==> src/rtl/uart_tx_fsm_if.sv <==
// ============================================================================
// Module   : uart_tx_fsm_if
// Brief    : Word handshake, CTS and serial-line bundle for uart_tx_fsm.
//            Inject_Err exists only when UART_TX_ERR_INJECT_EN is defined.
// Revision : 1.0 - initial release
// ============================================================================
`default_nettype none

interface uart_tx_fsm_if #(
  parameter int DATA_BITS = 8
);
  logic [DATA_BITS-1:0] Tx_Data_In;
  logic                 Tx_Valid;
  logic                 Tx_Ready;
  logic                 CTS;
  logic                 Tx_Out;
  logic                 Tx_Busy;
  logic                 Tx_Done;
`ifdef UART_TX_ERR_INJECT_EN
  logic [1:0]           Inject_Err;

  modport master (
    output Tx_Data_In, Tx_Valid, CTS, Inject_Err,
    input  Tx_Ready, Tx_Out, Tx_Busy, Tx_Done
  );
  modport slave (
    input  Tx_Data_In, Tx_Valid, CTS, Inject_Err,
    output Tx_Ready, Tx_Out, Tx_Busy, Tx_Done
  );
`else
  modport master (
    output Tx_Data_In, Tx_Valid, CTS,
    input  Tx_Ready, Tx_Out, Tx_Busy, Tx_Done
  );
  modport slave (
    input  Tx_Data_In, Tx_Valid, CTS,
    output Tx_Ready, Tx_Out, Tx_Busy, Tx_Done
  );
`endif
endinterface

`default_nettype wire

==> src/rtl/uart_tx_fsm.sv <==
// ============================================================================
// Module   : uart_tx_fsm
// Brief    : One-bit-per-clock UART transmitter, MSB first, optional even
//            parity, CTS-gated frame starts, one-entry holding register.
//            Optional macro UART_TX_ERR_INJECT_EN adds parity/stop corruption.
// Revision : 1.0 - initial release
// ============================================================================
`default_nettype none

module uart_tx_fsm #(
  parameter int DATA_BITS  = 8,
  parameter int STOP_BITS  = 2,
  parameter int PARITY_BIT = 1,
  parameter int IDLE_GAP   = 2
) (
  input  wire logic    Clk,
  input  wire logic    Rst,
  uart_tx_fsm_if.slave tx
);

  localparam int CNT_MAX = (DATA_BITS > STOP_BITS) ? DATA_BITS : STOP_BITS;
  localparam int CNT_W   = $clog2(CNT_MAX) + 1;

  localparam logic [CNT_W-1:0] c_data_last = CNT_W'(DATA_BITS - 1);
  localparam logic [CNT_W-1:0] c_stop_last = CNT_W'(STOP_BITS - 1);
  localparam logic [3:0]       c_gap_last  = 4'(IDLE_GAP - 1);

  typedef enum logic [2:0] {
    S_IDLE   = 3'd0,
    S_START  = 3'd1,
    S_DATA   = 3'd2,
    S_PARITY = 3'd3,
    S_STOP   = 3'd4,
    S_GAP    = 3'd5
  } state_t;

  state_t               r_state;
  state_t               w_state_nx;
  logic [DATA_BITS-1:0] r_buf;
  logic                 r_full;
  logic [DATA_BITS-1:0] r_shreg;
  logic                 r_par;
  logic [CNT_W-1:0]     r_cnt;
  logic [CNT_W-1:0]     w_cnt_nx;
  logic [3:0]           r_gcnt;
  logic [3:0]           w_gcnt_nx;
  logic                 r_tx;
  logic                 w_tx_nx;
  logic                 r_done;
  logic                 w_load;
  logic                 w_chg;
  logic                 w_err_par;
  logic                 w_err_stop;

`ifdef UART_TX_ERR_INJECT_EN
  logic [1:0]           r_inj;

  always_ff @(posedge Clk) begin
    if (Rst)
      r_inj <= 2'b00;
    else if (w_load)
      r_inj <= tx.Inject_Err;
  end

  assign w_err_par  = r_inj[0];
  assign w_err_stop = r_inj[1];
`else
  assign w_err_par  = 1'b0;
  assign w_err_stop = 1'b0;
`endif

  always_comb begin
    w_state_nx = r_state;
    w_load     = 1'b0;
    case (r_state)
      S_IDLE: begin
        if (r_full && tx.CTS) begin
          w_state_nx = S_START;
          w_load     = 1'b1;
        end
      end
      S_START:  w_state_nx = S_DATA;
      S_DATA: begin
        if (r_cnt == c_data_last)
          w_state_nx = (PARITY_BIT != 0) ? S_PARITY : S_STOP;
      end
      S_PARITY: w_state_nx = S_STOP;
      S_STOP: begin
        if (r_cnt == c_stop_last)
          w_state_nx = S_GAP;
      end
      S_GAP: begin
        if (r_gcnt == c_gap_last)
          w_state_nx = S_IDLE;
      end
      default:  w_state_nx = S_IDLE;
    endcase

    w_chg     = (w_state_nx != r_state);
    w_cnt_nx  = '0;
    w_gcnt_nx = 4'd0;
    if (!w_chg && (r_state == S_DATA || r_state == S_STOP))
      w_cnt_nx = r_cnt + CNT_W'(1);
    if (!w_chg && r_state == S_GAP)
      w_gcnt_nx = r_gcnt + 4'd1;

    // The line is registered, so it is driven from the state being entered.
    case (w_state_nx)
      S_START:  w_tx_nx = 1'b0;
      S_DATA:   w_tx_nx = r_shreg[DATA_BITS-1];
      S_PARITY: w_tx_nx = r_par ^ w_err_par;
      S_STOP:   w_tx_nx = !(w_err_stop && (w_cnt_nx == c_stop_last));
      default:  w_tx_nx = 1'b1;
    endcase
  end

  always_ff @(posedge Clk) begin
    if (Rst) begin
      r_state <= S_IDLE;
      r_buf   <= '0;
      r_full  <= 1'b0;
      r_shreg <= '0;
      r_par   <= 1'b0;
      r_cnt   <= '0;
      r_gcnt  <= 4'd0;
      r_tx    <= 1'b1;
      r_done  <= 1'b0;
    end else begin
      r_state <= w_state_nx;
      r_cnt   <= w_cnt_nx;
      r_gcnt  <= w_gcnt_nx;
      r_tx    <= w_tx_nx;
      r_done  <= (w_state_nx == S_GAP) && (r_state != S_GAP);
      if (w_load) begin
        r_shreg <= r_buf;
        r_par   <= ^r_buf;
        r_full  <= 1'b0;
      end else if (w_state_nx == S_DATA) begin
        r_shreg <= {r_shreg[DATA_BITS-2:0], 1'b0};
      end
      // Drain requires full and accept requires empty, so they never collide.
      if (tx.Tx_Valid && !r_full) begin
        r_buf  <= tx.Tx_Data_In;
        r_full <= 1'b1;
      end
    end
  end

  assign tx.Tx_Ready = !r_full;
  assign tx.Tx_Out   = r_tx;
  assign tx.Tx_Busy  = (r_state != S_IDLE);
  assign tx.Tx_Done  = r_done;

endmodule

`default_nettype wire

==> src/flat_wrapper.sv <==
// flat-port wrapper written by rule: the top's interface ports become plain ports
module uart_tx_fsm_flat 
#(
  parameter int DATA_BITS  = 8,
  parameter int STOP_BITS  = 2,
  parameter int PARITY_BIT = 1,
  parameter int IDLE_GAP   = 2
)
  (Clk, Rst, tx_Tx_Data_In, tx_Tx_Valid, tx_CTS, tx_Tx_Ready, tx_Tx_Out, tx_Tx_Busy, tx_Tx_Done);
  uart_tx_fsm_if #(.DATA_BITS(DATA_BITS)) tx_i ();
  input  wire logic Clk;
  input  wire logic Rst;
  input wire logic [$bits(tx_i.Tx_Data_In)-1:0] tx_Tx_Data_In;
  input wire logic [$bits(tx_i.Tx_Valid)-1:0] tx_Tx_Valid;
  input wire logic [$bits(tx_i.CTS)-1:0] tx_CTS;
  output wire logic [$bits(tx_i.Tx_Ready)-1:0] tx_Tx_Ready;
  output wire logic [$bits(tx_i.Tx_Out)-1:0] tx_Tx_Out;
  output wire logic [$bits(tx_i.Tx_Busy)-1:0] tx_Tx_Busy;
  output wire logic [$bits(tx_i.Tx_Done)-1:0] tx_Tx_Done;
  assign tx_i.Tx_Data_In = tx_Tx_Data_In;
  assign tx_i.Tx_Valid = tx_Tx_Valid;
  assign tx_i.CTS = tx_CTS;
  assign tx_Tx_Ready = tx_i.Tx_Ready;
  assign tx_Tx_Out = tx_i.Tx_Out;
  assign tx_Tx_Busy = tx_i.Tx_Busy;
  assign tx_Tx_Done = tx_i.Tx_Done;
  uart_tx_fsm #(.DATA_BITS(DATA_BITS), .STOP_BITS(STOP_BITS), .PARITY_BIT(PARITY_BIT), .IDLE_GAP(IDLE_GAP)) u_core (.Clk(Clk), .Rst(Rst), .tx(tx_i));
endmodule
==> config.mk <==
export PLATFORM = sky130hd
export DESIGN_NAME = uart_tx_fsm_flat
export DESIGN_NICKNAME = d
export VERILOG_FILES = /design/src/rtl/uart_tx_fsm_if.sv /design/src/rtl/uart_tx_fsm.sv /design/src/flat_wrapper.sv
export SDC_FILE = /design/constraint.sdc
export NUM_CORES = 1
export LEC_CHECK = 0
export ABC_AREA = 1
export BUFFER_PORTS_ARGS = -buffer_cell sky130_fd_sc_hd__buf_2
export CAP_MARGIN = 20
export CORE_ASPECT_RATIO = 1.75
export CORE_MARGIN = 2
export CORE_UTILIZATION = 45
export CTS_CLUSTER_DIAMETER = 100
export DETAILED_ROUTE_END_ITERATION = 6
export PLACE_DENSITY = 0.66
export REMOVE_ABC_BUFFERS = 1
export SETUP_SLACK_MARGIN = 0.2
export SKIP_CTS_REPAIR_TIMING = 1
export SYNTH_ARGS = -nofsm -noshare
export SYNTH_HDL_FRONTEND = slang
export SYNTH_SLANG_ARGS = --single-unit
export TNS_END_PERCENT = 1
==> constraint.sdc <==
create_clock -name Clk -period 1.4 [get_ports Clk]
set_input_delay 0.14 -clock Clk [delete_from_list [all_inputs] [get_ports Clk]]
set_output_delay 0.14 -clock Clk [all_outputs]
set_load 0.02 [all_outputs]
# Yosys cells after proc, flatten, opt, wreduce, memory -nomap -nowiden
# Index checks and enable logic that the tools add are counted.
[totals]
in_bits = 12
regBits = 31
output_inout_bits = 4
word_cells = 54
[op_classes]
n_mux = 12
reduce_logical = 15
n_bitwise = 2
n_eq_ne = 14
add_sub_neg = 2
[ops]
columns = ["op", "n"]
rows = [
  ["3-bit one-hot mux with 6 select lines", 1],
  ["8-bit 2-to-1 mux", 2],
  ["3-bit by 2-bit == test with 1-bit output (second input constant)", 4],
  ["3-bit 2-to-1 mux", 4],
  ["3-bit == test (second input constant)", 3],
  ["4-bit by 1-bit adder with 4-bit output (second input constant)", 2],
  ["4-bit by 1-bit == test with 1-bit output (second input constant)", 2],
  ["8-bit parity", 1],
  ["3-bit by 1-bit == test with 1-bit output (second input constant)", 2],
  ["1-bit logical AND", 5],
  ["4-bit by 3-bit == test with 1-bit output (second input constant)", 1],
  ["1-bit 2-to-1 mux", 4],
  ["2-bit nonzero test", 2],
  ["2-bit OR reduction", 2],
  ["3-bit zero test", 1],
  ["3-bit inequality test", 1],
  ["3-bit inequality test (second input constant)", 1],
  ["1-bit one-hot mux with 3 select lines", 1],
  ["3-bit nonzero test", 1],
  ["1-bit zero test", 2],
  ["1-bit inverter", 2],
  ["1-bit logical OR", 1],
]

# Longest topological paths before layout
[depth]
depth_word = 8
mapped_depth = 12
ltp_nobuf = 11

# Worst setup path after synthesis
# Ideal clock, no wire load.
[synth_timing]
path_type = "register to register"
startpoint = "register u_core.r_gcnt[0]"
endpoint = "register u_core.r_shreg[3]"
n_path_buf = 1
synth_period_minus_slack_ps = 1427
setup_ps = 114
setup_slack_ps = -27
stages_incl_launch_ff = 12
arrival_ps = 1313
required_time_ps = 1286
cell_sequence = "dfxtp_1 -> ha_1 -> nand2_1 -> nor2_1 -> nor2_4 -> nor2_4 -> nand3_4 -> nand2_4 -> buf_12 -> nand2_2 -> nand2_1 -> nor2_2"
[synth_via]
elab_chain_len = 5
[synth_lines]
columns = ["element", "line_no", "text"]
rows = [
  ["start, declared", "uart_tx_fsm.sv:45", "logic [3:0] r_gcnt;"],
  ["start signal, assigned", "uart_tx_fsm.sv:131", "r_gcnt <= w_gcnt_nx;"],
  ["4-bit by 1-bit == test with 1-bit output", "uart_tx_fsm.sv:93", "if (r_gcnt == c_gap_last)"],
  ["3-bit 2-to-1 mux", "uart_tx_fsm.sv:93", ""],
  ["3-bit one-hot mux with 6 select lines", "uart_tx_fsm.sv:75", "case (r_state)"],
  ["3-bit by 2-bit == test with 1-bit output", "uart_tx_fsm.sv:138", "end else if (w_state_nx == S_DATA) begin"],
  ["2-bit nonzero test (no line)", "-", ""],
  ["end signal, assigned", "uart_tx_fsm.sv:135", "r_shreg <= r_buf;"],
  ["end signal, assigned", "uart_tx_fsm.sv:139", "r_shreg <= {r_shreg[DATA_BITS-2:0], 1'b0};"],
  ["end, declared", "uart_tx_fsm.sv:41", "logic [DATA_BITS-1:0] r_shreg;"],
]
# No other way between the ends.
# A chain may end at the register's enable or synchronous reset.

# Worst setup path after layout
[layout_timing]
startpoint = "register u_core.r_gcnt[1]"
endpoint = "register u_core.r_shreg[1]"
# Same word-level chain as after synthesis.

==> flow_summary.json <==
{
  "worst_pin_slew_ns": 0.280,
  "start_util_pct": 46.3,
  "synth.avg_cell_area_um2": 7.51,
  "grt_pass1_vias": 1122,
  "dr.first_iter.drc_count": 16,
  "synth_top_area_share_pct": 40.3,
  "synthMostInstantiatedCell": "nand2_1",
  "die_h_um": 81.4,
  "viasPerCell": 4.58,
  "preCtsSetupSlack_ns": -0.0520,
  "drt-total-wl_mm": 2.91,
  "min_to": "u_core.r_buf[1]",
  "die_area_um2": 3930,
  "r2r_cells": 11,
  "area_growth_pct": 23.3,
  "synth_cells": 205,
  "hold_start": "tx_Tx_Data_In[1]",
  "grt_pass1_wl_mm": 4.46,
  "synth_area_um2": 1540,
  "cts_root_buf": "clkbuf_8",
  "die_w_um": 48.2,
  "clock_skew_ns": 0.00636,
  "critPathArrivalTime_ns": 1.59,
  "dpl.hpwl_mm": 2.12,
  "cts_tree": "done",
  "clock_sinks": 31,
  "max_clock_freq_mhz": 709,
  "core_area_um2": 3330,
  "rows": 28,
  "diodes": 0,
  "total_leakage_power_nw": 0.823,
  "nets": 253,
  "ys_ff_latch": 31,
  "synth_warnings": 0,
  "hp-class": "in -> reg",
  "fin_crit_sh_pct": 101,
  "numCtsBuffers": 5,
  "antenna_found_initial": 0,
  "yosysSeqAreaShare_pct": 40.3,
  "status": "complete, but fails checks",
  "crit_path_end_kind": "register",
  "drive_gt1_share_pct": 33.6,
  "power.total_mw": 2.02,
  "path_clk_slew_ns": 0.07,
  "hold_viol": 0,
  "r2r-start": "u_core.r_gcnt[1]",
  "cellPowerDensity_nw_per_um2": 1060,
  "maxSlewHeadroom_pct": 81.2,
  "regArea_um2": 628,
  "start_kind": "register",
  "fin_util_pct": 57.1,
  "r2r_slack_ns": -0.01,
  "grt_max_degree": 14,
  "wl_per_cell_um": 10.3,
  "r2r-end": "u_core.r_shreg[1]",
  "clockBufferDepth": 2,
  "drv_slew": 0,
  "fillers": 333,
  "synth_top_cell_by_area": "dfxtp_1",
  "dpl_cell_area_um2": 1720,
  "finalSetupTns_ns": -0.0169,
  "yosysUniqueCellTypes": 25,
  "rsz0062_at_grt": "true",
  "routabilityCongestion": 0.882,
  "final_antenna_net_count": 0,
  "drv_cap": 0,
  "critical_path_required_ns": 1.58,
  "multiInputGateArea_um2": 853,
  "port_buffers": 15,
  "worstSetupPathType": "reg -> reg",
  "vias": 1296,
  "worstSkewPairLatency_ns": 0.29,
  "route.detailed.drc": 0,
  "netlist_top_cells_count": "43 x nand2_1, 35 x nor2_1, 31 x dfxtp_1, 20 x inv_1, 10 x nand3_1",
  "finalCriticalPeriod_ns": 1.41,
  "min_path_cells": 3,
  "detail_route.first_pass.iterations": 4,
  "synthArstFlopShare_pct": 0,
  "worstPathMaxFanout": 13,
  "synth-edff-count": 0,
  "ios": 16,
  "stdcell_area_um2": 1900,
  "setup_viol": 4,
  "violations": "setup timing",
  "ir_drop_v": 0.000713,
  "setup_ws_ns": -0.0111,
  "track_usage_pct": 16.7,
  "synthTopCellsByArea": "dfxtp_1 40%, nand2_1 10%, nor2_1 8.5%, inv_1 4.9%, xnor2_1 4.5%",
  "grt_overflow": 0,
  "htreeDepth": 2,
  "synth_ff_type": "dfxtp_1"
}
## cell type report
cell class | instances | share of cell area [%]
tap | 45 | 2.96
inverter | 23 | 4.55
timing repair buffer | 30 | 10.1
clock inverter | 3 | 0.791
clock buffer | 5 | 3.62
sequential | 31 | 33.1
multi-input combinational | 146 | 44.9
## report_power, final
| part | internal (mW) | total, mW | leakage [nW] | switching, mW |
|---|---|---|---|---|
| Sequential | 0.938 | 0.978 | 0.256 | 0.0400 |
| Combinational | 0.154 | 0.358 | 0.519 | 0.203 |
| Clock | 0.339 | 0.680 | 0.0477 | 0.340 |
## flip-flops by register name (all words and copies together) (netlist names)
name               cells
u_core.r_buf           8
u_core.r_shreg         8
u_core.r_cnt           4
u_core.r_gcnt          4
u_core.r_state         3
u_core.r_full          1
u_core.r_par           1
u_core.tx.Tx_Done      1
u_core.tx.Tx_Out       1
## cells in the final DEF, fill, tap and decap left out
cell,instances
a21oi_1,5
buf_2,15
buf_4,14
buf_6,1
clkbuf_8,5
clkinv_2,3
dfxtp_1,25
dfxtp_2,6
ha_1,2
ha_2,1
ha_4,1
inv_1,19
inv_2,4
nand2_1,38
nand2_2,10
nand2_4,1
nand2_8,1
nand3_1,8
nand3_2,3
nand3_4,1
nand4_1,3
nor2_1,34
nor2_2,7
nor2_4,7
nor3_1,1
o211ai_1,1
o21a_1,1
o21ai_0,9
xnor2_1,8
xor2_1,4
## critical path, stage by stage (launching register included)
cell	delay, ns
dfxtp_2	0.32
inv_2	0.06
ha_4	0.13
nand2_4	0.05
nor2_4	0.12
nor2_4	0.05
nor2_4	0.16
nand3_4	0.12
nand2_8	0.13
nand2_1	0.07
nand2_1	0.05
nor2_1	0.04
## worst max-delay path by stage
stage | from | endpoint | cells after the start
final | u_core.r_gcnt[1] | u_core.r_shreg[1] | 11
after detailed placement | u_core.r_cnt[0] | u_core.r_shreg[4] | 8
after floorplan | u_core.r_state[1] | u_core.r_shreg[7] | 8
after CTS | u_core.r_cnt[0] | u_core.r_shreg[3] | 8
after global routing | u_core.r_gcnt[1] | u_core.r_shreg[1] | 11
after global placement | u_core.r_cnt[0] | u_core.r_shreg[4] | 8
## metal layers
| layer | GRT usage, % | share of wire [%] | vias to the layer above |
|---|---|---|---|
| met4 | 12.4 | 4.1 | 0 |
| li1 | - | - | 692 |
| met2 | 29.6 | 55 | 18 |
| met1 | 14.3 | 38 | 576 |
| met3 | 4.67 | 2.7 | 10 |
| met5 | 0 | 0 | - |
## through the flow
stage | cells | hold slack, ns
final | 283 | 0.0737
after global routing | 283 | 0.0801
after CTS | 280 | 0.0650
after detailed placement | 272 | 0.366
after global placement | 272 | 0.359
after floorplan | 200 | 0.209
## cell families after synthesis
| family | Yosys count | synth area share, % |
|---|---|---|
| AND/OR/NAND/NOR | 114 | 35.7 |
| flip-flops | 31 | 40.3 |
| buffers and inverters | 28 | 8.45 |
| AO/OA/AOI/OAI | 16 | 5.52 |
| XOR/XNOR | 12 | 6.82 |
| adder cells (fa/ha/maj) | 4 | 3.25 |
No activity file was read; power rests on OpenSTA's default activity.
